## config.mk

```make
export PLATFORM = sky130hd
export DESIGN_NAME = click_line_encoder_flat
export DESIGN_NICKNAME = d
export VERILOG_FILES = /design/src/rtl/click_line_encoder_if.sv /design/src/rtl/click_line_encoder.sv /design/src/flat_wrapper.sv
export SDC_FILE = /design/constraint.sdc
export NUM_CORES = 1
export LEC_CHECK = 0
export ABC_AREA = 1
export CORE_MARGIN = 2
export CORE_UTILIZATION = 56
export DETAILED_ROUTE_END_ITERATION = 8
export DONT_BUFFER_PORTS = 1
export PLACE_DENSITY = 0.69
export REMOVE_ABC_BUFFERS = 1
export SKIP_CTS_REPAIR_TIMING = 1
export SLEW_MARGIN = 20
export SYNTH_ARGS = -nofsm -noshare
export SYNTH_HDL_FRONTEND = slang
export SYNTH_SLANG_ARGS = --single-unit
```

## constraint.sdc

```tcl
create_clock -name clk -period 1.74 [get_ports clk]
set_input_delay 0.348 -clock clk [delete_from_list [all_inputs] [get_ports clk]]
set_output_delay 0.348 -clock clk [all_outputs]
set_load 0.01 [all_outputs]
```

## src/rtl/click_line_encoder_if.sv

```systemverilog
// Command-in / byte-out bundle for click_line_encoder.
// master = encoder side, slave = command source plus byte sink.
interface click_line_encoder_if #(
  parameter int unsigned CLICK_BITS = 10
);
  logic                  click_valid;
  logic                  click_ready;
  logic                  click_right_left;
  logic [CLICK_BITS-1:0] click_count;
  logic                  eos_valid;
  logic                  outbound_valid;
  logic                  outbound_ready;
  logic [7:0]            outbound_byte;
  logic                  end_of_file;

  modport master (
    input  click_valid, click_right_left, click_count, eos_valid, outbound_ready,
    output click_ready, outbound_valid, outbound_byte, end_of_file
  );

  modport slave (
    output click_valid, click_right_left, click_count, eos_valid, outbound_ready,
    input  click_ready, outbound_valid, outbound_byte, end_of_file
  );
endinterface

```

## src/rtl/click_line_encoder.sv

```systemverilog
// click_line_encoder: turns one (direction, count) command into an ASCII line
// "R68\n" / "L0\n", using a sequential double-dabble, and can close the stream
// with a single EOF marker byte. All outputs are driven from registers.
module click_line_encoder #(
  parameter int unsigned CLICK_BITS = 10,
  parameter int unsigned DIGITS     = 4,
  parameter logic [7:0]  EOF_BYTE   = 8'h00
) (
  input  logic                   clk,
  input  logic                   rst_n,
  click_line_encoder_if.master   enc_if
);

  localparam int unsigned BCD_W = 4 * DIGITS;
  localparam int unsigned CNT_W = $clog2(CLICK_BITS + 1);
  localparam int unsigned PTR_W = (DIGITS > 1) ? $clog2(DIGITS) : 1;

  localparam logic [7:0] ASCII_R  = 8'h52;
  localparam logic [7:0] ASCII_L  = 8'h4C;
  localparam logic [7:0] ASCII_0  = 8'h30;
  localparam logic [7:0] ASCII_LF = 8'h0A;

  typedef enum logic [2:0] {
    S_IDLE, S_CONVERT, S_EMIT_DIR, S_EMIT_DIG, S_EMIT_LF, S_EMIT_EOF, S_DONE
  } state_e;

  state_e                state_q, state_d;
  logic                  dir_q, dir_d;
  logic [CLICK_BITS-1:0] shift_q, shift_d;
  logic [BCD_W-1:0]      bcd_q, bcd_d;
  logic [CNT_W-1:0]      cnt_q, cnt_d;
  logic [PTR_W-1:0]      ptr_q, ptr_d;
  logic                  out_valid_q, out_valid_d;
  logic [7:0]            out_byte_q, out_byte_d;
  logic                  eof_q, eof_d;
  logic                  click_ready_q, click_ready_d;

  logic                  out_hs_c;
  logic                  click_hs_c;
  logic [BCD_W-1:0]      bcd_adj_c;
  logic [BCD_W+CLICK_BITS-1:0] dabble_c;
  logic [PTR_W-1:0]      msnz_c;
  logic [PTR_W-1:0]      ptr_dec_c;

  function automatic logic [7:0] digit_char(input logic [3:0] nib);
    return ASCII_0 + {4'h0, nib};
  endfunction

  assign out_hs_c   = out_valid_q && enc_if.outbound_ready;
  assign click_hs_c = enc_if.click_valid && click_ready_q;
  assign ptr_dec_c  = ptr_q - PTR_W'(1);

  // One double-dabble step: add-3 correction, then shift count MSB into BCD.
  always_comb begin
    bcd_adj_c = bcd_q;
    for (int i = 0; i < int'(DIGITS); i++) begin
      if (bcd_q[4*i +: 4] >= 4'd5) bcd_adj_c[4*i +: 4] = bcd_q[4*i +: 4] + 4'd3;
    end
    dabble_c = {bcd_adj_c, shift_q} << 1;
  end

  // Index of the most significant non-zero BCD nibble (0 when the value is 0).
  always_comb begin
    msnz_c = '0;
    for (int i = 0; i < int'(DIGITS); i++) begin
      if (bcd_q[4*i +: 4] != 4'd0) msnz_c = PTR_W'(i);
    end
  end

  // Next-state and registered-output logic.
  always_comb begin
    state_d     = state_q;
    dir_d       = dir_q;
    shift_d     = shift_q;
    bcd_d       = bcd_q;
    cnt_d       = cnt_q;
    ptr_d       = ptr_q;
    out_valid_d = out_valid_q;
    out_byte_d  = out_byte_q;
    eof_d       = eof_q;

    case (state_q)
      S_IDLE: begin
        if (click_hs_c) begin
          dir_d   = enc_if.click_right_left;
          shift_d = enc_if.click_count;
          bcd_d   = '0;
          cnt_d   = CNT_W'(CLICK_BITS);
          state_d = S_CONVERT;
        end else if (enc_if.eos_valid) begin
          out_valid_d = 1'b1;
          out_byte_d  = EOF_BYTE;
          state_d     = S_EMIT_EOF;
        end
      end
      S_CONVERT: begin
        bcd_d   = dabble_c[BCD_W+CLICK_BITS-1:CLICK_BITS];
        shift_d = dabble_c[CLICK_BITS-1:0];
        cnt_d   = cnt_q - CNT_W'(1);
        if (cnt_q == CNT_W'(1)) begin
          out_valid_d = 1'b1;
          out_byte_d  = dir_q ? ASCII_R : ASCII_L;
          state_d     = S_EMIT_DIR;
        end
      end
      S_EMIT_DIR: begin
        if (out_hs_c) begin
          ptr_d      = msnz_c;
          out_byte_d = digit_char(bcd_q[32'(msnz_c)*4 +: 4]);
          state_d    = S_EMIT_DIG;
        end
      end
      S_EMIT_DIG: begin
        if (out_hs_c) begin
          if (ptr_q == '0) begin
            out_byte_d = ASCII_LF;
            state_d    = S_EMIT_LF;
          end else begin
            ptr_d      = ptr_dec_c;
            out_byte_d = digit_char(bcd_q[32'(ptr_dec_c)*4 +: 4]);
          end
        end
      end
      S_EMIT_LF: begin
        if (out_hs_c) begin
          out_valid_d = 1'b0;
          state_d     = S_IDLE;
        end
      end
      S_EMIT_EOF: begin
        if (out_hs_c) begin
          out_valid_d = 1'b0;
          eof_d       = 1'b1;
          state_d     = S_DONE;
        end
      end
      S_DONE: begin
        state_d = S_DONE;
      end
      default: begin
        out_valid_d = 1'b0;
        state_d     = S_IDLE;
      end
    endcase

    click_ready_d = (state_d == S_IDLE);
  end

  // State and output registers.
  always_ff @(posedge clk or negedge rst_n) begin
    if (!rst_n) begin
      state_q       <= S_IDLE;
      dir_q         <= 1'b0;
      shift_q       <= '0;
      bcd_q         <= '0;
      cnt_q         <= '0;
      ptr_q         <= '0;
      out_valid_q   <= 1'b0;
      out_byte_q    <= 8'h00;
      eof_q         <= 1'b0;
      click_ready_q <= 1'b1;
    end else begin
      state_q       <= state_d;
      dir_q         <= dir_d;
      shift_q       <= shift_d;
      bcd_q         <= bcd_d;
      cnt_q         <= cnt_d;
      ptr_q         <= ptr_d;
      out_valid_q   <= out_valid_d;
      out_byte_q    <= out_byte_d;
      eof_q         <= eof_d;
      click_ready_q <= click_ready_d;
    end
  end

  assign enc_if.click_ready    = click_ready_q;
  assign enc_if.outbound_valid = out_valid_q;
  assign enc_if.outbound_byte  = out_byte_q;
  assign enc_if.end_of_file    = eof_q;

endmodule
```

## src/flat_wrapper.sv

```systemverilog
// flat-port wrapper written by rule: the top's interface ports become plain ports
module click_line_encoder_flat 
#(
  parameter int unsigned CLICK_BITS = 10,
  parameter int unsigned DIGITS     = 4,
  parameter logic [7:0]  EOF_BYTE   = 8'h00
)
  (clk, rst_n, enc_if_click_valid, enc_if_click_right_left, enc_if_click_count, enc_if_eos_valid, enc_if_outbound_ready, enc_if_click_ready, enc_if_outbound_valid, enc_if_outbound_byte, enc_if_end_of_file);
  click_line_encoder_if #(.CLICK_BITS(CLICK_BITS)) enc_if_i ();
  input  logic clk;
  input  logic rst_n;
  input wire logic [$bits(enc_if_i.click_valid)-1:0] enc_if_click_valid;
  input wire logic [$bits(enc_if_i.click_right_left)-1:0] enc_if_click_right_left;
  input wire logic [$bits(enc_if_i.click_count)-1:0] enc_if_click_count;
  input wire logic [$bits(enc_if_i.eos_valid)-1:0] enc_if_eos_valid;
  input wire logic [$bits(enc_if_i.outbound_ready)-1:0] enc_if_outbound_ready;
  output wire logic [$bits(enc_if_i.click_ready)-1:0] enc_if_click_ready;
  output wire logic [$bits(enc_if_i.outbound_valid)-1:0] enc_if_outbound_valid;
  output wire logic [$bits(enc_if_i.outbound_byte)-1:0] enc_if_outbound_byte;
  output wire logic [$bits(enc_if_i.end_of_file)-1:0] enc_if_end_of_file;
  assign enc_if_i.click_valid = enc_if_click_valid;
  assign enc_if_i.click_right_left = enc_if_click_right_left;
  assign enc_if_i.click_count = enc_if_click_count;
  assign enc_if_i.eos_valid = enc_if_eos_valid;
  assign enc_if_i.outbound_ready = enc_if_outbound_ready;
  assign enc_if_click_ready = enc_if_i.click_ready;
  assign enc_if_outbound_valid = enc_if_i.outbound_valid;
  assign enc_if_outbound_byte = enc_if_i.outbound_byte;
  assign enc_if_end_of_file = enc_if_i.end_of_file;
  click_line_encoder #(.CLICK_BITS(CLICK_BITS), .DIGITS(DIGITS), .EOF_BYTE(EOF_BYTE)) u_core (.clk(clk), .rst_n(rst_n), .enc_if(enc_if_i));
endmodule
```

==> results of run 1 <==
## sequential cells by signal, indices dropped and copies added, names as in the netlist
register / cells
u_core.shift_q: 10
u_core.bcd_q: 16
u_core.enc_if.outbound_valid: 1
u_core.enc_if.outbound_byte: 7
u_core.dir_q: 1
u_core.ptr_q: 2
u_core.cnt_q: 4
u_core.enc_if.click_ready: 1
u_core.enc_if.end_of_file: 1
u_core.state_q: 3
## area by class of cell
| class | count | area (um2) | area share (%) |
|---|---|---|---|
| clock buffer | 5 | 68.8 | 2.22 |
| clock inverter | 3 | 25.0 | 0.808 |
| inverter | 57 | 214 | 6.91 |
| multi-input combinational | 234 | 1380 | 44.5 |
| sequential | 46 | 1150 | 37.2 |
| tap | 67 | 83.8 | 2.71 |
| timing repair buffer | 17 | 175 | 5.66 |
## report_power, final
group	internal, W	switching (W)	total, W
sequential	0.00107	0.00000280	0.00107
clock	0.000291	0.000407	0.000697
combinational	0.00000930	0.0000233	0.0000326
total	0.00137	0.000433	0.00180
## how the worst max path moves through the flow
stage	cells after the start	slack, ns	endpoint	start
6_report	10	0.14	u_core.enc_if.outbound_byte[2]	u_core.bcd_q[13]
4_1_cts	10	0.02	u_core.enc_if.outbound_byte[0]	u_core.bcd_q[9]
5_1_grt	10	-0.03	u_core.enc_if.outbound_byte[2]	u_core.bcd_q[13]
3_5_place_dp	10	0.04	u_core.enc_if.outbound_byte[0]	u_core.bcd_q[9]
3_3_place_gp	10	0.06	u_core.enc_if.outbound_byte[0]	u_core.bcd_q[9]
2_1_floorplan	11	0.06	u_core.enc_if.outbound_byte[1]	u_core.ptr_q[0]
## cells in the final DEF (no fill, tap or decap), types with 6 or more instances in the layout
master and count:
nand2_1 57, dfrtp_1 45, inv_1 40, o21ai_0 35, a21oi_1 31, nand3_1 18
inv_2 17, buf_4 13, ha_1 12, nor2_1 11, nor3_1 10, a221oi_1 7
nand4_1 6, o21ai_1 6
## per-layer routing
metal  part of all wire (%)  up-vias  wire length [um]  global-route usage (%)
li1                       -     1196                 -                       -
met1                     44     1145              2810                    30.9
met2                     50       68              3190                    44.5
met3                    5.0       11               322                    4.47
met4                    1.5        0                99                    8.13
met5                      0        -                 0                       0
## through the flow
stage               power, W  setup TNS (ns)  hold slack [ns]  setup WS [ns]
floorplan            0.00110               0           0.0524         0.0556
global placement     0.00110               0           0.0539         0.0598
detailed placement   0.00110               0           0.0536         0.0392
CTS                  0.00178               0           -0.283         0.0171
global route         0.00185         -0.0468            0.170        -0.0255
finish               0.00180               0            0.160          0.139
## cells by family (layout without fill, tap and decap cells)
logic type | after synthesis | after routing
XOR/XNOR | 1 | 1
flip-flops | 46 | 46
adder cells (fa/ha/maj) | 13 | 13
buffers and inverters | 65 | 82
AO/OA/AOI/OAI | 99 | 99
AND/OR/NAND/NOR | 120 | 120
other | 1 | 1
==> results.md, run 1 <==
CTS:
- CTS saw 46 sinks.
- Clock-pin slew was measured on the worst setup and hold paths at approximately 0.10 ns.
- Counting along the longest clock path gives a buffer depth of 2.
- At the later pin of the worst-skew pair, clock insertion delay measures 0.30 ns.
- The library cell used as clock root buffer is clkbuf_8.
- The clock tree from TritonCTS is done.
- Counting the buffers created by CTS gives 5.
- The H-tree depth is 2.

Final layout:
- The fraction of final layout cells sized beyond drive strength 1 is 18.8%.
- After filler insertion, the fill cell instance count of the layout stands at 432.
- The cell area after layout is ~3100 um2.
- For this run, the share of the core covered by cells in the final layout is 65.1%.
- After the flow finishes, the layout carries non-filler instances totaling 429.
- The antenna diode count is 0.
- For this run, the post-layout net count is 390.
- Compared with the post-synthesis result, the final layout area differs by 12.0%.

Global route:
- After global routing the overflow that remains totals 0.
- The combined global-route utilization of all metal layers is 25.0%.
- The via count of the first global-routing pass is 2343.
- The first-pass GRT wire length is 10.6 mm.
- The initial antenna violation count is 0.
- Entering global routing, the biggest net connects 47 pins.

Drt:
- The number of design-rule violations left by the first detailed-router iteration is 143.
- Once detail routing completed, the nets flagged for antenna violations numbered 0.
- Using the TritonRoute via totals, the vias-per-cell ratio works out to 5.64.
- Detailed routing inserted a total of ~2.4k vias.
- After detailed routing, the number of remaining DRC violations is 0.
- The number of detailed-route iterations in the first pass is 4.
- Summed over all layers, the routed wires come to 6.42 mm.
- The wire length per cell is 15.0 um.

STA:
- The setup skew after layout is 0.0108 ns.
- The final critical path takes up approximately 92% of the cycle.
- The shortest clock period the worst path allows after layout is ~1.6 ns.
- The max-slew violation count was 0.
- Timing would allow up to 0.624 GHz.
- The final hold violation count is 0.
- Setup violations remaining at the end of the flow were counted as 0.

Yosys:
- The top cell type by area accounts for 40.7% of the synthesized area.
- Summing the areas of all compound-gate instances in the mapped netlist gives a little over a fifth of the synthesized area.
- The mean area per synthesized cell is 8.01 um2.
- The synthesized netlist occupies a cell area of 2760 um2.
- By area, the combinational part of the netlist is dominated by compound AO/OA/AOI/OAI gates.
- The sequential area share after synthesis is 41.7%.
- The commonest cells after synthesis are nand2_1, dfrtp_1, inv_1, o21ai_0, a21oi_1.
- After Yosys synthesis, and, or, nand and nor cells account for about a fifth of the synthesized area.
- Synthesis inferred 46 register bits.
- The most frequently used flop master after synthesis is dfrtp_1.
- The async set-reset flop share out of synthesis is 100%.
- After technology mapping, the gate count stands at 345.
- Yosys instantiated no cell more often than nand2_1.
- Of the total synthesized cell area, the portion taken by full adders, half adders and majority gates is between 5 and 6%.
- By area the synthesized netlist is led by dfrtp_1, nand2_1, o21ai_0, inv_1, ha_1.
- The biggest area contributor in the post-synthesis netlist is dfrtp_1.
- The count of yosys warnings during synthesis is 0.
- The count of cell types in the netlist is 34.
- Of the post-synthesis cell area, the part taken by muxes is 0%.
- The number of enable-type register cells in the synthesized netlist is 0.
- The xor and xnor fraction of the mapped netlist area is 0.317%.

Worst hold path:
- For hold timing, the worst endpoint is u_core.shift_q[0].
- The worst hold path passes through 2 cells.
- The beginning of the worst hold path is enc_if_click_count[0].
- The path class of the tightest hold or removal check is input pin to flop.

Worst setup path:
- The classification of the worst setup path is flop to flop.
- The slowest stage of the critical path belongs to the cell dfrtp_1.
- The capturing element type of the critical path is a flop.
- The startpoint identified for the worst register-to-register timing path is u_core.bcd_q[13].
- The number of cells on the worst reg-to-reg path is 10.
- The family with the most delay on the worst path is simple AND/OR/NAND/NOR gates.
- Setup slack on the worst reg-to-reg path comes out at 0.14 ns.
- The required time at the worst-slack endpoint is 1.97 ns.
- The delay of the slowest cell on the worst path is roughly 0.41 ns.
- The most frequent cell on the critical path is inv_2.
- The biggest fanout along the worst timing path is 5.
- The terminus of the critical flop-to-flop path is u_core.enc_if.outbound_byte[2].
- Walking the worst path, the cells encountered are inv_2 -> ha_1 -> nand2_1 -> nor2_4 -> inv_2 -> nor2_4 -> inv_2 -> a21oi_1 -> nand2_1 -> a21oi_1.
- The total buffers and inverters traversed by the critical path is 3.
- The type of element launching the critical path is a flop.
- Data on the critical path arrives at its endpoint at 1.84 ns.

Placed design:
- The port buffer count is 0.
- In this run the cell area measured after placement is slightly below 3000 um2.
- At the end of routability-driven placement, the weighted congestion stood at 0.912.
- Detailed placement ended at an HPWL of 4.74 mm.
- Once placement completed, the tool counted placed cells totaling 416.

Die:
- The die is 74.3 um tall.
- The placement row count is 25.
- The die covers 5510 um2.
- The die boundary width is 74.3 um.
- 27 I/O pins were placed.
- The core outline area is 4750 um2.
- Once the floorplan was initialized, standard cells occupied just under 60% of the core.

Job:
- Across the run, the number of max-cap violations was 0.

Power:
- The maximum vdd ir drop is 0.550 mV.
- The power density over the cells is 582 nW/um2.
- In this run the static leakage power is 1.46 nW.

Status:
- The flow ran to the end, and the final reports show no timing, DRC or antenna violations.
Note: power is estimated with default switching activity, not from simulation.
==> inputs of run 2 (changes only) <==
- CTS_CLUSTER_DIAMETER: not set -> 150
- PLACE_DENSITY: 0.69 -> 0.71
==> run 2 against run 1 <==
Compared with the run above:
- die area unchanged
- via count down 1.2%
- fmax up 0.28%
- non-clock buffer count down 3
- routed wire length down 5.5%
==> results.md, run 2 (synthesized netlist as in run 1, its figures left out) <==
Status:
- Run status: completed (unchanged).

Die:
- The core outline area is 4750 um2 (unchanged).
- The height of the die is 74.3 um (unchanged).
- The I/O pin count is 27 (unchanged).
- The placement row count was 25 (unchanged).
- The total die area is 5510 um2 (unchanged).
- The effective utilization at floorplan came to 58.1% (unchanged).
- The die boundary width is 74.3 um (unchanged).

Worst setup path:
- The capturing element type of the critical path is a flop (unchanged).
- The register-to-register setup slack is 0.14 ns (about the same).
- The number of cells on the worst reg-to-reg path is 10 (unchanged).
- The classification of the worst setup path is flop to flop (unchanged).
- The data arrival at the endpoint of the critical path is 1.83 ns (was 1.84 ns).
- The origin of the worst setup path is u_core.bcd_q[8] (was u_core.bcd_q[13]).
- The required time at the worst-slack endpoint is 1.98 ns (was 1.97 ns).
- The biggest fanout along the worst timing path came to 5 (unchanged).
- The type of element launching the critical path was a flop (unchanged).
- The terminus of the critical flop-to-flop path is u_core.enc_if.outbound_byte[2] (unchanged).
- The startpoint of the worst-slack reg-to-reg timing path was u_core.bcd_q[8] (was u_core.bcd_q[13]).

CTS:
- The clock-pin slew on the worst setup and hold paths is 0.09 ns (was 0.10 ns).
- The clock tree from TritonCTS is done (unchanged).
- The maximum clock path buffer count is 2 (unchanged).
- The clock sink total is 46 (unchanged).
- The library cell used as clock root buffer was clkbuf_8 (unchanged).
- The worst-skew pair later-pin latency is 0.30 ns (about the same).
- The clock buffer count from CTS is 5 (unchanged).
- The H-tree depth is 2 (unchanged).

Power:
- The leakage power was 1.45 nW (was 1.46 nW).
- The relative contribution of combinational cells to total power was 1.9% (was 1.8%).
- The net switching power is 0.000391 W (was 0.000433 W).
- The fraction of power spent switching nets is 21.8% (was 24.0%).
- The cell internal power dissipation is 0.00140 W (was 0.00137 W).
- The clock power share is 38.3% (was 38.7%).
- The power density over the cells was 587 nW/um2 (was 582 nW/um2).
- The maximum vdd ir drop was 0.474 mV (was 0.550 mV).
- The fraction of power consumed by sequential logic is 59.9% (was 59.5%).

STA:
- The final hold violation count is 0 (unchanged).
- The number of endpoints failing setup at the final stage came to 0 (unchanged).
- The maximum clock frequency came to 0.626 GHz (was 0.624 GHz).
- The setup TNS is 0 ns (unchanged).
- The max-slew violation count is 0 (unchanged).
- The post-route clock period utilization is 91.8% (was 92.0%).
- The setup skew after layout is 0.00496 ns (was 0.0108 ns).
- The shortest clock period the worst path allows after layout is 1.60 ns (about the same).
- The worst hold margin is 0.167 ns (was 0.160 ns).

Drt:
- The sum of routed wire length over all layers is 6.07 mm (was 6.42 mm).
- The number of vias after detailed routing is 2392 (was 2420).
- The wire length per cell is 14.2 um (was 15.0 um).
- The number of design-rule violations left by the first detailed-router iteration is 136 (was 143).
- The post-detailed-route count of antenna-violating nets came to 0 (unchanged).
- The number of vias per cell after detailed routing came to 5.62 (was 5.64).
- The DRC violation count after routing is 0 (unchanged).
- The number of detailed-route iterations in the first pass was 5 (was 4).

Final layout:
- The synthesis-to-layout area growth is 10.5% (was 12.0%).
- The combined flip-flop and latch cell area is 1150 um2 (unchanged).
- The most frequent standard cell in the layout excluding fill and tap cells was nand2_1 (unchanged).
- The layout net count is 387 (was 390).
- The fraction of final layout cells sized beyond drive strength 1 is 16.4% (was 18.8%).
- The number of flip-flops under the largest register name is 16 (unchanged).
- Commonest cells after routing, fill and taps aside: nand2_1, dfrtp_1, inv_1, o21ai_0, a21oi_1 (unchanged).
- The largest register by flop count is u_core.bcd_q (unchanged).
- The share of the core filled with cells is 64.2% (was 65.1%).
- The antenna diode count is 0 (unchanged).
- The filler cell count is 427 (was 432).
- The combined area of the multi-input logic cells was 1360 um2 (was 1380 um2).

Global route:
- The combined global-route utilization of all metal layers is 23.9% (was 25.0%).
- The global-route congestion overflow total is 0 (unchanged).
- The largest net degree at the start of global routing came to 47 (unchanged).
- The via count of the first global-routing pass was 2265 (was 2343).
- The first-pass GRT wire length is 10.2 mm (was 10.6 mm).
- The initial antenna violation count came to 0 (unchanged).

Job:
- The max-capacitance violation count is 0 (unchanged).

Worst hold path:
- The beginning of the worst hold path is enc_if_click_count[0] (unchanged).
- The class of the tightest hold or removal check is input pin to flop (unchanged).
- The end point of the worst hold path is u_core.shift_q[0] (unchanged).
- The count of cells along the worst hold path is 2 (unchanged).

Placed design:
- The half-perimeter wire length after detailed placement came to 4.45 mm (was 4.74 mm).
- The routability congestion estimate from global placement is 0.948 (was 0.912).
- The port buffer count is 0 (unchanged).
## run 2: worst max path at each step
stage | endpoint | slack, ns
floorplan | u_core.enc_if.outbound_byte[1] | 0.06
global placement | u_core.enc_if.outbound_byte[2] | 0.14
detailed placement | u_core.enc_if.outbound_byte[0] | 0.07
CTS | u_core.enc_if.outbound_byte[2] | 0.06
global route | u_core.enc_if.outbound_byte[2] | -0.007
finish | u_core.enc_if.outbound_byte[2] | 0.14
## run 2: power groups by stage
stage | Sequential, W | Clock (W) | Combinational, W
after global routing | 0.00107 | 0.000730 | 0.0000386
after detailed placement | 0.00109 | 0 | 0.00000346
final | 0.00107 | 0.000686 | 0.0000333
after global placement | 0.00110 | 0 | 0.00000335
after CTS | 0.00107 | 0.000695 | 0.00000339
after floorplan | 0.00109 | 0 | 0.00000310
## run 2: through the flow
stage               power, W  instance area, um2  worst slack [ns]  cells
global route         0.00184                3050          -0.00745    426
finish               0.00179                3050             0.143    426
CTS                  0.00177                2990            0.0597    424
detailed placement   0.00110                2900            0.0706    416
floorplan            0.00110                2700            0.0556    337
global placement     0.00110                2900             0.136    416
## run 2: worst max-delay path: stages, from the launching register on
cell     delay [ns]
dfrtp_1        0.44
inv_2          0.12
ha_1           0.16
nand2_1        0.10
nor2_4         0.13
inv_1          0.09
nor2_4         0.15
inv_2          0.05
a21oi_1        0.11
nand2_1        0.06
a21oi_1        0.11
## run 2: per-layer routing
layer,share of wire [%],global-route usage (%),up-vias
met4,1.6,9.13,0
met1,46,31.3,1139
met2,49,40.2,58
met3,4.0,3.79,10
met5,0,0,-
li1,-,-,1185
## run 2: cell type report
type                    instances  share of cell area [%]
clock inverters                 1                   0.164
inverters                      57                    7.01
well taps                      67                    2.74
repair buffers                 14                    5.00
flip-flops and latches         46                    37.7
multi-input cells             234                    44.5
clock buffers                   7                    2.83
==> inputs of run 3 (changes only) <==
- SLEW_MARGIN: 20 -> 15
==> results of run 3 <==
Same layout as run 2: the final DEF is identical, and so are final timing and power.
